### config.mk
export PLATFORM = sky130hd
export DESIGN_NAME = uart_tx_arbiter
export DESIGN_NICKNAME = d
export VERILOG_FILES = /design/src/rtl/uart_tx_arbiter.sv
export SDC_FILE = /design/constraint.sdc
export NUM_CORES = 1
export LEC_CHECK = 0
export BUFFER_PORTS_ARGS = -buffer_cell sky130_fd_sc_hd__buf_2
export CAP_MARGIN = 25
export CORE_MARGIN = 8
export CORE_UTILIZATION = 50
export CTS_BUF_LIST = sky130_fd_sc_hd__clkbuf_4 sky130_fd_sc_hd__clkbuf_8
export DETAILED_ROUTE_END_ITERATION = 8
export PLACE_DENSITY_LB_ADDON = 0.15
export SLEW_MARGIN = 10
export SYNTH_ARGS = -nofsm -noshare
export SYNTH_HDL_FRONTEND = slang
export SYNTH_SLANG_ARGS = --single-unit
export TNS_END_PERCENT = 1
### constraint.sdc
create_clock -name clock -period 1.98 [get_ports clock]
set_input_delay 0.396 -clock clock [delete_from_list [all_inputs] [get_ports clock]]
set_output_delay 0.396 -clock clock [all_outputs]
set_load 0.01 [all_outputs]
### src/rtl/uart_tx_arbiter.sv
// Round-robin scheduler sharing one UART transmitter between NREQ byte-stream
// requesters; a grant is held for a whole packet and bytes are spaced by GAP_CYCLES.
module uart_tx_arbiter #(
    parameter int NREQ       = 2,
    parameter int GAP_CYCLES = 0
) (
    input  logic              clock,
    input  logic              reset,
    input  logic [NREQ-1:0]   req_valid,
    input  logic [NREQ-1:0]   req_last,
    input  logic [8*NREQ-1:0] req_data,
    output logic [NREQ-1:0]   req_ready,
    output logic              tx_en,
    output logic [7:0]        tx_din,
    input  logic              tx_ready,
    output logic [NREQ-1:0]   grant,
    output logic              busy
);
    localparam int            OW       = (NREQ > 2) ? 2 : 1;
    localparam logic [OW-1:0] LAST_IDX = OW'(NREQ - 1);
    localparam logic [15:0]   GAP_LOAD = 16'(GAP_CYCLES);

    typedef enum logic [2:0] {
        S_IDLE,
        S_LOAD,
        S_SEND,
        S_BLANK,
        S_WAIT,
        S_GAP
    } state_t;

    state_t        state;
    logic [OW-1:0] owner;
    logic [OW-1:0] ptr;
    logic [OW-1:0] pick;
    logic          last_q;
    logic          blank_cnt;
    logic [15:0]   gap_cnt;
    logic          load_xfer;
    logic          byte_done;

    function automatic logic [OW-1:0] next_idx(input logic [OW-1:0] idx);
        return (idx == LAST_IDX) ? '0 : idx + 1'b1;
    endfunction

    function automatic logic [NREQ-1:0] one_hot(input logic [OW-1:0] idx);
        logic [NREQ-1:0] g;
        g      = '0;
        g[idx] = 1'b1;
        return g;
    endfunction

    // First valid requester found walking upward from ptr, wrapping at NREQ.
    function automatic logic [OW-1:0] rr_pick(input logic [NREQ-1:0] v,
                                              input logic [OW-1:0]   p);
        logic [OW-1:0] idx;
        logic [OW-1:0] sel;
        logic          found;
        idx   = p;
        sel   = p;
        found = 1'b0;
        for (int i = 0; i < NREQ; i++) begin
            if (!found && v[idx]) begin
                sel   = idx;
                found = 1'b1;
            end
            idx = next_idx(idx);
        end
        return sel;
    endfunction

    always_comb begin
        pick = rr_pick(req_valid, ptr);
    end

    always_comb begin
        req_ready = '0;
        if (state == S_LOAD) begin
            req_ready[owner] = req_valid[owner];
        end
    end

    assign load_xfer = (state == S_LOAD) && req_valid[owner];
    assign byte_done = ((state == S_WAIT) && tx_ready && (GAP_CYCLES == 0)) ||
                       ((state == S_GAP) && (gap_cnt == 16'd1));

    always_ff @(posedge clock or negedge reset) begin
        if (!reset) begin
            state     <= S_IDLE;
            owner     <= '0;
            ptr       <= '0;
            last_q    <= 1'b0;
            blank_cnt <= 1'b0;
            gap_cnt   <= '0;
            tx_en     <= 1'b0;
            tx_din    <= 8'h00;
            grant     <= '0;
            busy      <= 1'b0;
        end else begin
            tx_en <= 1'b0;
            if (byte_done) begin
                gap_cnt <= '0;
                if (last_q) begin
                    state <= S_IDLE;
                    grant <= '0;
                    busy  <= 1'b0;
                    ptr   <= next_idx(owner);
                end else begin
                    state <= S_LOAD;
                end
            end else begin
                case (state)
                    S_IDLE: begin
                        if ((|req_valid) && tx_ready) begin
                            owner <= pick;
                            grant <= one_hot(pick);
                            busy  <= 1'b1;
                            state <= S_LOAD;
                        end
                    end
                    S_LOAD: begin
                        if (load_xfer) begin
                            tx_din <= req_data[{owner, 3'b000} +: 8];
                            last_q <= req_last[owner];
                            tx_en  <= 1'b1;
                            state  <= S_SEND;
                        end
                    end
                    S_SEND: begin
                        blank_cnt <= 1'b0;
                        state     <= S_BLANK;
                    end
                    // txready from the UART lags txen, so it is not trusted yet.
                    S_BLANK: begin
                        blank_cnt <= 1'b1;
                        if (blank_cnt) begin
                            state <= S_WAIT;
                        end
                    end
                    S_WAIT: begin
                        if (tx_ready) begin
                            gap_cnt <= GAP_LOAD;
                            state   <= S_GAP;
                        end
                    end
                    S_GAP: begin
                        gap_cnt <= gap_cnt - 16'd1;
                    end
                    default: begin
                        state <= S_IDLE;
                    end
                endcase
            end
        end
    end

endmodule

* Yosys cells after proc, flatten, opt, wreduce, memory -nomap -nowiden *
Index checks and enable logic that the tools add are counted.

storage, ports and cells
  logic and storage cells = 95
  register bits after elaboration = 35
  bits of input ports = 23

operators by class
  bitwise gates (word level) = 2
  shift-type cells = 1
  order comparisons = 6
  eq/ne operators = 12
  multiplexer cells = 39
  add/sub/neg operators = 3
  reductions and logical operators = 22

operator list
  cell                                                                    count
  16-bit 2-to-1 mux                                                       2
  16-bit one-hot mux with 2 select lines                                  1
  1-bit 2-to-1 mux                                                        22
  3-bit one-hot mux with 6 select lines                                   1
  16-bit by 1-bit equality test with 1-bit output, second input constant  1
  16-bit by 5-bit variable part select with 8-bit output                  1
  16-bit by 1-bit subtractor with 16-bit output, second input constant    1
  3-bit 2-to-1 mux                                                        5
  3-bit inequality test, second input constant                            4
  2-bit 2-to-1 mux                                                        5
  3-bit AND reduction                                                     3
  1-bit by 2-bit < comparator with 1-bit output, second input constant    4
  1-bit logical AND                                                       7
  3-bit by 2-bit equality test with 1-bit output, second input constant   2
  3-bit equality test, second input constant                              2
  2-bit AND reduction                                                     3
  2-bit nonzero test                                                      3
  5-bit AND reduction                                                     1
  2-bit inequality test, second input constant                            2
  3-bit by 1-bit equality test with 1-bit output, second input constant   1
  3-bit logical NOT                                                       1
  3-bit nonzero test                                                      1
  1-bit adder, second input constant                                      2
  2-bit bitwise AND                                                       1
  7 further kinds                                                         9

* Longest topological paths before layout *
Gate-level depths: netlist (run 1).

  word-level depth = 13
  mapped depth = 7
  mapped depth without buffers = 6

* Least setup slack after synthesis (run 1) *
No wires, ideal clock.

  kind = reg2reg
  from = register gap_cnt[6]
  to = register ptr
  slack = -0.140 ns
  path buffers = 0
  data arrival time = 1.994 ns
  stages on the path, launching flop included = 5
  library setup time = 0.126 ns
  cell sequence = dfrtp_1 > or4_4 > or4_4 > o21a_1 > o32a_1

between the ends
  cells in the longest elaborated chain, start to end = 4

RTL lines
  what                                             RTL line  text
  start, declared                                  38        logic [15:0] gap_cnt;
  start signal, assigned                           147       gap_cnt <= gap_cnt - 16'd1;
  16-bit by 1-bit equality test with 1-bit output  85        ((state == S_GAP) && (gap_cnt == 16'd1));
  1-bit logical AND                                85
  1-bit logical OR                                 84        assign byte_done = ((state == S_WAIT) && tx_ready && (GAP_CYCLES == 0)) ||
  2-bit AND reduction (no line)                    --
  end signal, assigned                             107       ptr <= next_idx(owner);
  end, declared                                    34        logic [OW-1:0] ptr;

No other way between the ends.
A chain may end at the register's enable or synchronous reset.

* Worst setup path after layout (run 1) *
  from = register gap_cnt[7]
  to = register ptr

The elaborated chain is that of the path after synthesis.

==> metrics.yaml, run 1 <==
outcome: "complete, but fails checks"
violations: "setup timing"
endpoint_kind: "register"
synth_edf_count: 0
slew_headroom_pct: 48.18
synth-seq-cells: 35
ys_seq_area_share_pct: 48.21
cts_tree: "built"
diodes: 0
setup_ws_ps: -153.5
crit_end: "ptr"
dp.cells: 289
rr_worst_depth: 4
critPathKind: "reg2reg"
rows: 22
gr-total-overflow: 0
critical_path_required_ps: 2210
dp_hpwl_um: 3366
hold_buffers: 0
setup_viol: 20
yosysTopAreaCell: "dfrtp_1"
grt_start_max_net_pins: 36
slew_violations: 0
wl_um: 4382
clk_pin_slew_ps: 110
ys_warn_count: 0
synth_ff_type: "dfrtp_1"
cts-root-buf: "clkbuf_4"
synthesis.area_mm2: 0.001817
detailedRoute.firstIterationViolations: 84
fp.dieArea_mm2: 0.005819
r2r-start: "gap_cnt[7]"
startpoint: "gap_cnt[7]"
syn-mean-instance-area_um2: 9.612
power_density_mw_per_mm2: 1522
fin_crit_sh_pct: 107.8
htreeDepth: 2
synth.top_cell.area_share_pct: 48.21
drive_above_1_share_pct: 32.53
p_leak_uw: 0.001061
rsz0062_at_grt: "yes"
hold_viol: 0
hold_path.class: "in2async"
instances_no_fill: 297
start_util_pct: 50.77
synth_area_leaders: "dfrtp_1, a21oi_1, mux2i_1"
die_h_um: 76.28
via_per_inst: 5.522
ys_async_sr_fraction_pct: 100.0
startpoint_type: "register"
mostFrequentLayoutCells: "buf_2, dfrtp_1, buf_4"
critPathMaxFanout: 6
cts_made_buffers: 5
grt_pass1_vias: 1772
final_net_count: 273
dr.pass1.iters: 4
clock-sinks: 35
die_w_um: 76.28
numPortBuffers: 36
clkLatencyLatePin_ps: 350
synth_fp_nets: 214
worst_pin_slew_ps: 777.3
final_common_cell: "buf_2"
grt_pass1_wl_um: 7569
drtAntennaViolNets: 0
track_usage_pct: 15.60
critPathArrivalTime_ps: 2370
cts_setup_buffers: 0
drc_errors: 0
fmax_mhz: 468.7
clock_skew_ps: 12.58
setup-tns-final_ps: -941.4
r2r_slack_ps: -150
routedWlPerCell_um: 14.75
r2r-end: "ptr"
num_vias: 1640
period_minus_slack_ps: 2133
place_congestion: 0.8464
num_io_pins: 37
cap_violations: 0
syn_inst: 189
clock_path_buffers: 2
core_area_mm2: 0.003578
antenna_found_initial: 0
yosysUniqueCellTypes: 41
peakVddDrop_v: 0.0008780
synthToLayoutAreaGrowth_pct: 27.14
[layout make-up]
class | instances | area, um^2
clock inverter | 2 | 16.27
tap | 48 | 60.06
sequential | 35 | 875.8
timing repair buffer | 62 | 387.9
multi-input combinational | 139 | 899.6
fill | 302 | 1269
inverter | 5 | 18.77
clock buffer | 6 | 51.30
[cells in the mapped netlist, types with 2 or more instances]
cell and instances:
dfrtp_1 35, a21oi_1 21, nor2_1 20, nand2_1 13, clkbuf_1 9, mux2i_1 9, or4_1 8, nand3_1 6
o21ai_0 6, inv_1 5, o21ai_1 5, o31ai_1 5, or3_1 5, nand4_1 4, xor2_1 4, nand2b_1 3
or4_4 3, ha_1 2, nand4b_1 2, nor4_1 2, o21a_1 2
[cell families after synthesis]
logic type	after synthesis	synth area share [%]
adder cells (fa/ha/maj)	2	1.377
XOR/XNOR	4	1.928
AND/OR/NAND/NOR	77	24.93
multiplexers	9	4.959
buffers and inverters	15	3.306
AO/OA/AOI/OAI	47	15.29
flip-flops	35	48.21
[per-stage QoR]
stage / utilization [%] / total power [uW] / area [um^2] / setup WS, ps / hold WS (ps)
after floorplan: - / 2340 / 1817 / -100.6 / 100.4
after CTS: 64.34 / 3534 / 2302 / -134.3 / 128.5
after detailed placement: 62.13 / 3056 / 2223 / -163.3 / 512.0
final: 64.55 / 3516 / 2310 / -153.5 / 119.2
after global placement: 62.13 / 2949 / 2223 / -99.05 / 503.3
after global routing: 64.55 / 3787 / 2310 / -216.7 / 159.5
[how the worst min path moves through the flow]
stage                         start         end  slack, ps  cells past startpoint
after global placement    tx_din[5]   tx_din[5]        500                      2
after floorplan               reset   blank_cnt        100                      0
after CTS                     reset  gap_cnt[6]        130                      1
final                         reset  gap_cnt[4]        120                      1
after global routing          reset  gap_cnt[6]        160                      1
after detailed placement  tx_din[2]   tx_din[2]        510                      2
[report_power, final]
part	leakage, uW	total, uW	switching, uW	internal, uW
clock network	0.0000345	422	247	175
logic	0.000597	1860	990	873
registers	0.000430	1230	198	1030
[critical path: stages, from the launching register on]
cell	delay (ps)
dfrtp_1	410
or4_4	580
or4_4	540
o21a_1	210
o32a_1	280
[metal layers]
layer	GRT usage (%)	vias up	part of all wire, %
met3	7.547	8	6.8
met4	5.192	0	1.2
met2	26.22	44	51
met1	16.73	775	41
li1	-	813	-
met5	0	-	0
[what timing repair did]
action | in CTS | in global routing
pin swaps | 5 | 1
endpoints found under the setup margin | 23 | 24
resized for setup | 3 | 1
[registers in the layout (all words and copies together) (netlist names)]
signal     cells
gap_cnt       16
tx_din         8
state          3
grant          2
blank_cnt      1
busy           1
last_q         1
owner          1
ptr            1
tx_en          1
(Power assumes the default switching activity.)
==> run 2: changes to the inputs <==
--- a/config.mk
+++ b/config.mk
@@ -7,6 +7,7 @@
 export LEC_CHECK = 0
 export BUFFER_PORTS_ARGS = -buffer_cell sky130_fd_sc_hd__buf_2
 export CAP_MARGIN = 25
+export CORE_ASPECT_RATIO = 1.4
 export CORE_MARGIN = 8
 export CORE_UTILIZATION = 50
 export CTS_BUF_LIST = sky130_fd_sc_hd__clkbuf_4 sky130_fd_sc_hd__clkbuf_8
==> run 2 against run 1 <==
Count of clock-buffer cells in the layout unchanged. Die area grew 0.46%. Power grew 4.7%. Critical path type unchanged. The run still ends with setup timing left. Worst setup slack better by 53 ps. Global-route usage grew 2.2 points.
==> metrics.yaml, run 2 (synthesis gave the netlist of run 1 again) <==
via_per_inst: 5.753
critical_path_required_ps: 2160
cts-root-buf: "clkbuf_8"
routedWlPerCell_um: 16.21
start_util_pct: 50.77
power_density_mw_per_mm2: 1569
wl_um: 4732
nFillCells: 320
endpoint_kind: "register"
fin_crit_sh_pct: 105.1
critPathArrivalTime_ps: 2260
slew_violations: 0
grt_start_max_net_pins: 36
outcome: "complete, but fails checks"
top_regs: "gap_cnt (16), tx_din (8), state (3)"
place_congestion: 0.8386
combPwrFrac_pct: 51.4
cap_violations: 0
cts_tree: "built"
fp.dieArea_mm2: 0.005846
pwr-share-clk_pct: 14.6
hold_buffers: 0
clkLatencyLatePin_ps: 290
final_net_count: 275
num_vias: 1680
instances_no_fill: 292
setup_viol: 10
clock_skew_ps: 10.10
grt_pass1_wl_um: 8079
diodes: 0
gr-total-overflow: 0
drtAntennaViolNets: 0
postLayoutCellArea_mm2: 0.002345
dp.cells: 282
synthToLayoutAreaGrowth_pct: 29.06
seq_power_share_pct: 34.0
clock_path_buffers: 2
drc_errors: 0
slew_headroom_pct: 47.44
peakVddDrop_v: 0.001061
rows: 26
placement.cell_area_mm2: 0.002208
p_leak_uw: 0.001086
track_usage_pct: 17.77
largest_register_ffs: 16
fmax_mhz: 480.7
setup_ws_ps: -100.5
p_int_uw: 2201
hold_path.class: "in2async"
drive_above_1_share_pct: 34.80
num_io_pins: 37
htreeDepth: 2
rsz0062_at_grt: "yes"
cts_made_buffers: 5
switching_share_pct: 40.19
die_h_um: 87.32
period_minus_slack_ps: 2081
critPathKind: "reg2reg"
critPathMaxFanout: 3
clk_pin_slew_ps: 80
worst_pin_slew_ps: 788.4
die_w_um: 66.95
detailedRoute.firstIterationViolations: 72
dr.pass1.iters: 4
hold_viol: 0
r2r-start: "gap_cnt[14]"
core_area_mm2: 0.003578
whs_ps: 177.7
p_sw_uw: 1479
final_common_cell: "buf_2"
clock-sinks: 35
violations: "setup timing"
mostFrequentLayoutCells: "buf_2, dfrtp_1, buf_4"
startpoint: "gap_cnt[14]"
place_ws_ps: -158.3
regMostFlops: "gap_cnt"
dp_hpwl_um: 3511
startpoint_type: "register"
antenna_found_initial: 0
numPortBuffers: 36
grt_pass1_vias: 1896
run 2: cell types whose count changed in the layout (fill, tap and decap cells not counted), moves of 2 or more:
cell | before | now
or4_4 | 4 | 6
a21oi_2 | 0 | 2
or4_1 | 7 | 5
a21oi_1 | 21 | 19
clkbuf_4 | 5 | 0
buf_4 | 25 | 27
clkbuf_8 | 1 | 6
run 2: timing repair:
item | CTS | global route
setup buffers | 3 | 0
setup endpoints to repair | 22 | 24
endpoints found under the hold margin | 0 | 0
pin swaps | 5 | 1
resized for setup | 4 | 4
run 2: area by class of cell:
cell class | count | area, um^2 | share of cell area, %
clock buffer | 6 | 82.58 | 3.522
clock inverter | 1 | 5.005 | 0.2134
inverter | 5 | 18.77 | 0.8004
multi-input combinational | 139 | 907.1 | 38.69
sequential | 35 | 875.8 | 37.35
tap | 42 | 52.55 | 2.241
timing repair buffer | 64 | 402.9 | 17.18
run 2: stage by stage:
stage          TNS [ps]  utilization [%]  total power, uW
2_1_floorplan    -525.0                -             2340
3_3_place_gp     -562.7            61.71             2971
3_5_place_dp      -1263            61.71             3062
4_1_cts          -421.2            65.17             3676
5_1_grt           -1966            65.52             3942
6_report         -399.0            65.52             3680
run 2: per-layer routing:
metal	share of wire, %	wire, um	GRT usage (%)
met1	37	1763	16.60
met2	55	2604	32.02
met3	5.1	239	5.799
met4	2.6	124	10.50
met5	0	0	0
run 2: power groups by stage:
| stage | Combinational, uW | Clock, uW | Sequential, uW |
|---|---|---|---|
| 5_1_grt | 2090 | 560 | 1290 |
| 6_report | 1890 | 537 | 1250 |
| 3_3_place_gp | 1730 | 0 | 1240 |
| 3_5_place_dp | 1800 | 0 | 1270 |
| 2_1_floorplan | 1040 | 0 | 1300 |
| 4_1_cts | 1880 | 540 | 1260 |
run 2: path summary, 6_finish.rpt:
path / endpoint / slack [ps] / cells after the start
setup / recovery: ptr / -100 / 4
min in group clock: state[2] / 390 / 2
max in group asynchronous: owner / 1290 / 1
hold reg to reg: tx_din[5] / 530 / 2
setup reg to reg: ptr / -100 / 4
hold / removal: gap_cnt[6] / 180 / 1
run 2: critical path: stages, from the launching register on:
cell and delay (ps):
dfrtp_1 390, or4_4 550, or4_4 550, o21a_1 210, o32a_1 280
